[config.mk]
export PLATFORM = sky130hd
export DESIGN_NAME = spi_slave
export DESIGN_NICKNAME = d
export VERILOG_FILES = /design/src/rtl/spi_pkg.sv /design/src/rtl/spi_slave_mem.sv /design/src/rtl/spi_slave.sv
export SDC_FILE = /design/constraint.sdc
export NUM_CORES = 2
export LEC_CHECK = 0
export ABC_AREA = 0
export BUFFER_PORTS_ARGS = -buffer_cell sky130_fd_sc_hd__buf_4
export CAP_MARGIN = 10
export CORE_UTILIZATION = 52
export CTS_BUF_LIST = sky130_fd_sc_hd__clkbuf_16
export CTS_CLUSTER_DIAMETER = 40
export DETAILED_ROUTE_END_ITERATION = 10
export PLACE_DENSITY_LB_ADDON = 0.05
export SLEW_MARGIN = 20
export SYNTH_ARGS = -nofsm -noshare
export SYNTH_HDL_FRONTEND = slang
export SYNTH_SLANG_ARGS = --single-unit
[constraint.sdc]
create_clock -name clk -period 7.4 [get_ports clk]
set_input_delay 1.48 -clock clk [delete_from_list [all_inputs] [get_ports clk]]
set_output_delay 1.48 -clock clk [all_outputs]
set_load 0.03 [all_outputs]
[src/rtl/spi_pkg.sv]
// Shared SPI definitions for spi_slave and spi_master: frame field widths,
// op-bit encodings, read turnaround length and the slave state encoding.
package spi_pkg;

  localparam int unsigned ADDR_W  = 8;
  localparam int unsigned DATA_W  = 8;
  localparam int unsigned RD_TURN = 2;

  localparam logic OP_WR = 1'b1;
  localparam logic OP_RD = 1'b0;

  typedef enum logic [2:0] {
    IDLE,
    ADDR,
    WDATA,
    WAIT_HI,
    RTURN,
    RDATA
  } spi_state_t;

endpackage

[src/rtl/spi_slave_mem.sv]
// 256 x 8 register file behind the SPI slave: synchronous write, registered
// read, every location reloaded with MEM_INIT on reset.
module spi_slave_mem
  import spi_pkg::*;
#(
  parameter logic [DATA_W-1:0] MEM_INIT = 8'h00
) (
  input  logic              clk,
  input  logic              rst,
  input  logic              we,
  input  logic [ADDR_W-1:0] waddr,
  input  logic [DATA_W-1:0] wdata,
  input  logic [ADDR_W-1:0] raddr,
  output logic [DATA_W-1:0] rdata
);

  localparam int unsigned DEPTH = 1 << ADDR_W;

  logic [DATA_W-1:0] mem [DEPTH];

  // Storage array with write port and registered read port
  always_ff @(posedge clk) begin
    if (rst) begin
      for (int unsigned i = 0; i < DEPTH; i++) begin
        mem[ADDR_W'(i)] <= MEM_INIT;
      end
      rdata <= MEM_INIT;
    end else begin
      if (we) begin
        mem[waddr] <= wdata;
      end
      rdata <= mem[raddr];
    end
  end

endmodule

[src/rtl/spi_slave.sv]
// SPI slave with a 256 x 8 register file.
// Frame: op bit (1 = write), addr[0..7] LSB first, then data[0..7] for writes.
// Reads return data LSB first after a two-cycle turnaround.
// Optional macro SPI_SLAVE_WPROT_EN: addresses 8'hF0-8'hFF become read-only and
// writes to them pulse err instead of done.
module spi_slave
  import spi_pkg::*;
#(
  parameter logic [DATA_W-1:0] MEM_INIT = 8'h00
) (
  input  logic clk,
  input  logic rst,
  input  logic cs,
  input  logic mosi,
  output logic miso,
  output logic done,
  output logic err,
  output logic busy
);

  spi_state_t        state, state_nx;
  logic [3:0]        cnt;
  logic              op_q;
  logic              cs_q;
  logic [ADDR_W-1:0] addr_q, addr_nx;
  logic [DATA_W-1:0] data_q, shreg, rd_data, wdata;
  logic              we, wprot, cs_fall, last_bit;
  logic              miso_nx, done_nx, err_nx;

  assign busy     = (state != IDLE);
  assign cs_fall  = cs_q & ~cs;
  assign last_bit = (cnt == 4'd7);
  assign wdata    = {mosi, data_q[DATA_W-1:1]};
  // Memory read address follows the address being shifted in, so the
  // registered read is already valid in the first turnaround cycle.
  assign addr_nx  = (state == ADDR && !cs) ? {mosi, addr_q[ADDR_W-1:1]} : addr_q;

`ifdef SPI_SLAVE_WPROT_EN
  assign wprot = (addr_q[ADDR_W-1:4] == 4'hF);
`else
  assign wprot = 1'b0;
`endif

  spi_slave_mem #(
    .MEM_INIT (MEM_INIT)
  ) u_mem (
    .clk   (clk),
    .rst   (rst),
    .we    (we),
    .waddr (addr_q),
    .wdata (wdata),
    .raddr (addr_nx),
    .rdata (rd_data)
  );

  // State register
  always_ff @(posedge clk) begin
    if (rst) begin
      state <= IDLE;
    end else begin
      state <= state_nx;
    end
  end

  // Next-state logic
  always_comb begin
    state_nx = state;
    case (state)
      IDLE:    if (!cs) state_nx = ADDR;
      ADDR: begin
        if (cs)            state_nx = IDLE;
        else if (last_bit) state_nx = (op_q == OP_WR) ? WDATA : RTURN;
      end
      WDATA: begin
        if (cs)            state_nx = IDLE;
        else if (last_bit) state_nx = WAIT_HI;
      end
      WAIT_HI: if (cs) state_nx = IDLE;
      RTURN:   if (cnt == 4'(RD_TURN - 1)) state_nx = RDATA;
      RDATA: begin
        if (cs_fall)       state_nx = WAIT_HI;
        else if (last_bit) state_nx = IDLE;
      end
      default: state_nx = IDLE;
    endcase
  end

  // Output decode: write enable and next values of the registered outputs
  always_comb begin
    we      = 1'b0;
    miso_nx = 1'b0;
    done_nx = 1'b0;
    err_nx  = 1'b0;
    case (state)
      ADDR:  if (cs) err_nx = 1'b1;
      WDATA: begin
        if (cs) begin
          err_nx = 1'b1;
        end else if (last_bit) begin
          if (wprot) begin
            err_nx = 1'b1;
          end else begin
            we      = 1'b1;
            done_nx = 1'b1;
          end
        end
      end
      RDATA: begin
        if (cs_fall) begin
          err_nx = 1'b1;
        end else begin
          miso_nx = shreg[0];
          done_nx = last_bit;
        end
      end
      default: ;
    endcase
  end

  // Registered serial output and status pulses
  always_ff @(posedge clk) begin
    if (rst) begin
      miso <= 1'b0;
      done <= 1'b0;
      err  <= 1'b0;
    end else begin
      miso <= miso_nx;
      done <= done_nx;
      err  <= err_nx;
    end
  end

  // Bit counter, frame field shifters, read shift register and cs history
  always_ff @(posedge clk) begin
    if (rst) begin
      cnt    <= '0;
      op_q   <= 1'b0;
      cs_q   <= 1'b1;
      addr_q <= '0;
      data_q <= '0;
      shreg  <= '0;
    end else begin
      cs_q   <= cs;
      addr_q <= addr_nx;
      if (state_nx != state || state == IDLE) begin
        cnt <= '0;
      end else begin
        cnt <= cnt + 4'd1;
      end
      if (state == IDLE && !cs) begin
        op_q <= mosi;
      end
      if (state == WDATA && !cs) begin
        data_q <= wdata;
      end
      if (state == RTURN && cnt == 4'd0) begin
        shreg <= rd_data;
      end else if (state == RDATA) begin
        shreg <= {1'b0, shreg[DATA_W-1:1]};
      end
    end
  end

endmodule

Yosys cells after proc, flatten, opt, wreduce, memory -nomap -nowiden
Memories as Yosys holds them, arrays and structs flattened. A register that Yosys moved wholly into a read port is not among the register bits. Index checks and enable logic that the tools add are counted.

Add/sub/neg operators: 1. Eq/ne operators: 8. Reduce and logical (&&, ||, !) cells: 14. Bitwise gates (word level): 3. Mux-type cells: 30.

Operators with widths (count): $mux W8 (5); $mux W3 (10); $pmux W3 S6 (1); $mux W1 (12); $reduce_or A8 Y1 (1); $eq A3 B2 Y1 const B (2); $eq A3 B3 Y1 const B (2); $add A4 B1 Y4 const B (1); $eq A4 B1 Y1 const B (1); $eq A4 B3 Y1 const B (1); $logic_and A1 B1 Y1 (4); $logic_not A4 Y1 (1); $pmux W1 S2 (2); $reduce_or A2 Y1 (2); $eq A3 B1 Y1 const B (1); $logic_not A3 Y1 (1); $ne A3 B3 Y1 (1); $reduce_bool A3 Y1 (1); $reduce_or A3 Y1 (1); $not A1 Y1 (2); $reduce_bool A2 Y1 (1); $and A1 B1 Y1 (1); $logic_not A1 Y1 (1); $logic_or A1 B1 Y1 (1).

Memories kept: 1. Bits in registers: 36. RAM bits: 2048. Logic and storage cells: 67.

Memory list: u_mem.mem (words 256, width 8, read ports 1, clocked after memory_dff 1, write ports 256, line spi_slave_mem.sv:19) `logic [DATA_W-1:0] mem [DEPTH];`.

Logic depth before layout (Yosys ltp)
Word-level depth: 9. Depth in mapped cells: 17. Depth with buffers taken out: 9.

Cells and area by module
From an unflattened synthesis, not the netlist that was laid out.

Cell total of the unflattened synthesis: 6760. Area total of the unflattened synthesis: 97925.2 um^2.

Modules (own cells, without submodules): spi_slave_mem (area an instance 96321.1 um^2, seq. area each 61659.1 um^2, cells each 6589, instances 1); spi_slave (area an instance 1604.0 um^2, seq. area each 700.7 um^2, cells each 171, instances 1).

Least setup slack after synthesis
OpenSTA, ideal clock, no wires.

Path kind: in2reg. Start: input port cs. End: register u_mem.rdata[4], read port of u_mem.mem. Slack: 2.930 ns. Buffers on the path: 6. Stages: 12. Arrival time: 4.336 ns. Path through: buf_2 > nor4b_2 > buf_4 > buf_2 > mux2i_1 > buf_2 > clkbuf_1 > clkbuf_1 > o2111ai_1 > o2111ai_1 > o41ai_1 > or4_1.

Longest elaborated chain between the ends: 3.

Ends and longest elaborated chain: from (decl) (line spi_slave.sv:13) `input logic cs,`; $logic_not A1 Y1 (line spi_slave.sv:36) `assign addr_nx = (state == ADDR && !cs) ? {mosi, addr_q[ADDR_W-1:1]} : addr_q;`; $logic_and A1 B1 Y1 (line spi_slave.sv:36); $mux W8 (line spi_slave.sv:36); to (decl) (line spi_slave_mem.sv:14) `output logic [DATA_W-1:0] rdata`.

Every way passes these cells. A chain may end at the register's enable or synchronous reset.

Final worst setup path
Start: register addr_q[2]. End: register u_mem.rdata[4], read port of u_mem.mem.

Longest elaborated chain between the ends: 1.

Ends and longest elaborated chain: from (decl) (line spi_slave.sv:25) `logic [ADDR_W-1:0] addr_q, addr_nx;`; from (signal assigned) (line spi_slave.sv:144) `addr_q <= addr_nx;`; $mux W8 (line spi_slave.sv:36).

Every way passes these cells.

==> out/results.txt <==
Net count of the mapped netlist: 8690. For this run, the post-layout net count is 8549. In the synthesized netlist, the number of instances is 8683. Counting flops with a built-in enable in the synthesized netlist gives 2048.

The worst register-to-register path has a setup slack of 1770 ps. Input and output buffers added on the ports amount to 7. The worst path in the final design needs a cycle of 5630 ps, including I/O delays and setup. Of all flip-flops after synthesis, the portion carrying an async set or reset was 0%. The logs give 0 for the final hold violation count and 11500 for the filler-free cell count of the finished design. Number of pins with negative max-slew slack in the final report: 0. The tools report the post-synthesis sequential area ratio as 60.6%.

The relative area change from synthesis to final layout was 14.1%; the DRC marker count from the first detailed-route iteration was 10900. Using the TritonRoute via totals, the vias-per-cell ratio works out to 6.69. For this run, the number of Yosys warnings is 0. The count of hold-fix buffers inserted at cts was 0; the site row count was 162. The required time of the critical path was 8270 ps. Path class of the lowest-slack min-delay path: reg2reg.

Once placement finished, the instance area stood at 0.106 mm^2. For the via count of the first global-routing pass, the log shows 72300. For the number of gates resized after CTS, the log shows 0. In this run the clock root is driven by a clkbuf_16.

STA classifies the critical path startpoint as a flop. The vertical extent of the die is 447 um. Cell count after placement: 10800.

The detailed router placed 76500 vias in this run. For this run the aggregate overflow at the end of global routing stands at 0. For this configuration, the core starts out at a cell density of 52.6%.

In this run the deepest clock path goes through 4 buffers. Max-cap violations in this run came to 0. Clock tree synthesis inserted a total of 350 buffers. The run gives 380000 um as the total routed wirelength. Setup violations remaining at the end of the flow were counted as 0. The run gives 31.1 mW as the total power of the final layout. TritonCTS built the clock tree. The biggest fanout along the worst timing path is 26, and the timing-limited maximum frequency is 178 MHz.

For this design, the sink count on the clock tree is 2091. Measured against its own limit, the worst slew margin works out to 5.38%. The core region is 0.196 mm^2. The logs give 42.5 nW for the leakage power and 1170 ps for the setup slack at placement.

The count of pins on the block boundary came out at 8. The cell taking the most area after synthesis is edfxtp_1. For the worst setup path, the data arrival time is 6490 ps.

The later pin in the worst-skew pair is clocked with a latency of 970 ps. After legalization and detailed placement, the total HPWL measured 235000 um. The setup skew after layout came out at 53.8 ps.

Dominant register cell in the synthesized netlist: edfxtp_1. For the depth of the CTS H-tree, the log shows 5. The die covers 0.200 mm^2. After synthesis, the netlist uses 82 different library cells. The first detailed-routing pass ran for 9 iterations. The floorplan die width was 447 um. Global routing consumed, over all layers together, 37.5% of the routing resources.

The first global-routing pass estimated 537000 um of wire. The utilization after layout came out at 60.0%. On the final layout, the worst hold slack is 461 ps. For the worst vdd rail ir drop, the log shows 251 uV. Initial antenna violation count: 29. For this design the ratio of total power to cell area is 265 mW/mm^2.

Combined area of all synthesized cells: 0.103 mm^2. The clock input transition at the sequential cells of the worst setup and hold paths is 50 ps. The share of the cycle needed by the critical path after routing works out to 76.0%. For the total negative setup slack, the log shows 0 ps. The critical path in this run is classified as reg2reg. The transition time at the pin with the least slew margin is 1400 ps. The portion of synthesized cell area occupied by the leading cell type was 59.7%. Once routing completed, OpenROAD measured the worst setup slack at 1770 ps. Setup repair after global routing left no endpoint under its margin. The final estimated routing congestion in global placement was 0.946; the synthesized flop and latch total was 2091.

After routing the design area is 0.117 mm^2. Fraction of layout instances using a drive strength above 1: 13.6%. The DRC violations left is 0, and the remaining number of nets flagged by the antenna check after routing is 0. By area the synthesized netlist is led by edfxtp_1 60%, and2_1 10%, mux2i_1 5.5%, nand2_1 2.5%, and3_1 2.1%. Once the clock tree was built, the setup fixing pass inserted 0 buffers. The tools report the kind of end point of the critical path as a flop. A synthesized cell averages 11.9 um^2. Entering global routing, the biggest net connects 151 pins. The final routed wire length divided by cell count is 33.2 um. The flow ran to the end, and the final reports show no timing, DRC or antenna violations.
==> cells by family (layout without fill, tap and decap cells) <==
| group | after synthesis | in the layout | share of synthesized area, % |
|---|---|---|---|
| AO/OA/AOI/OAI | 1365 | 1365 | 9.16 |
| XOR/XNOR | 4 | 4 | 0.0340 |
| adder cells (fa/ha/maj) | 3 | 3 | 0.0365 |
| buffers and inverters | 795 | 924 | 3.44 |
| flip-flops | 2091 | 2091 | 60.6 |
| multiplexers | 625 | 625 | 6.45 |
| other | 0 | 14 | 0 |
| AND/OR/NAND/NOR | 3800 | 3800 | 20.3 |
==> cells in the mapped netlist, types with 14 or more instances <==
master	number
edfxtp_1	2048
and2_1	1721
nand2_1	689
mux2i_1	561
clkbuf_1	505
and3_1	346
nor2_1	329
a21oi_1	314
o22ai_1	257
or2_2	215
nor3_1	165
nand3_1	160
o221ai_1	156
buf_2	145
a221oi_1	105
o21ai_0	82
buf_1	76
nor4_1	67
a211oi_1	64
a22oi_1	63
a31oi_1	56
a21o_1	49
dfxtp_1	43
a32oi_1	42
mux2_2	37
nand4_1	30
or3_1	29
buf_4	27
mux4_2	25
buf_6	24
o31a_1	17
a2111oi_0	14
==> cells in the final DEF, fill, tap and decap left out, types with 14 or more instances in the layout <==
cell        instances
a21o_1             49
a21oi_1           314
bufinv_16          45
nor2_1            318
mux4_2             25
a211oi_1           63
mux2_2             35
o221ai_1          156
nand3_1           154
nor4_1             65
clkinv_1           36
clkinvlp_4         37
o31a_1             17
mux2i_1           551
nand4_1            30
or2_2             215
inv_6              33
edfxtp_1         2048
clkbuf_16         354
a31oi_1            56
diode_2            14
inv_1              40
and2_1           1721
a32oi_1            42
a22oi_1            63
and3_1            346
buf_4             257
o21ai_0            82
nor3_1            159
or3_1              29
clkinv_4           35
nand2_1           674
dfxtp_1            33
o22ai_1           257
buf_12             33
clkinv_2           39
a221oi_1          105
==> flip-flops by register name, summed over array words and instances, names as in the netlist, 3 cells and up <==
| name | count |
|---|---|
| u_mem.mem | 2048 |
| u_mem.rdata | 8 |
| shreg | 8 |
| addr_q | 8 |
| cnt | 4 |
| data_q | 7 |
| state | 3 |
==> area by class of cell <==
cell class,count,area (um^2)
Antenna cell,14,35.0
Sequential cell,2091,62400
Clock inverter,268,2810
Fill cell,15600,78300
Timing Repair Buffer,292,2620
Multi-Input combinational cell,5797,37400
Tap cell,2624,3280
Clock buffer,354,8860
Inverter,10,38.8
==> final timing paths <==
| check | from | to | cells after the start |
|---|---|---|---|
| setup reg to reg | addr_q[2] | u_mem.rdata[4] | 9 |
| setup / recovery | addr_q[2] | u_mem.rdata[4] | 9 |
| hold reg to reg | shreg[2] | shreg[2] | 2 |
| hold / removal | shreg[2] | shreg[2] | 2 |
==> where the power goes <==
part	internal, mW	leakage [nW]	switching, mW	total [mW]
logic	0.281	17.0	0.659	0.939
clock network	10.3	5.75	6.03	16.4
registers	13.6	19.8	0.244	13.8
total	24.2	42.5	6.94	31.1
==> routing by layer <==
metal | share of wire [%] | vias to the layer above | GRT usage [%]
met3 | 12 | 1134 | 9.45
met2 | 44 | 5038 | 56.0
li1 | - | 31900 | -
met5 | 0.026 | - | 0
met4 | 5.6 | 16 | 19.0
met1 | 38 | 38400 | 50.7
==> worst max-delay path, cell delays in order, from the launching register on <==
cell and delay [ps]:
dfxtp_2 610, clkinv_2 890, mux2i_4 1110, buf_4 600, mux4_2 410, and2_1 190, o31ai_1 570, a211oi_1 240
nor3_1 680, or4_1 200
(Power assumes the default switching activity.)
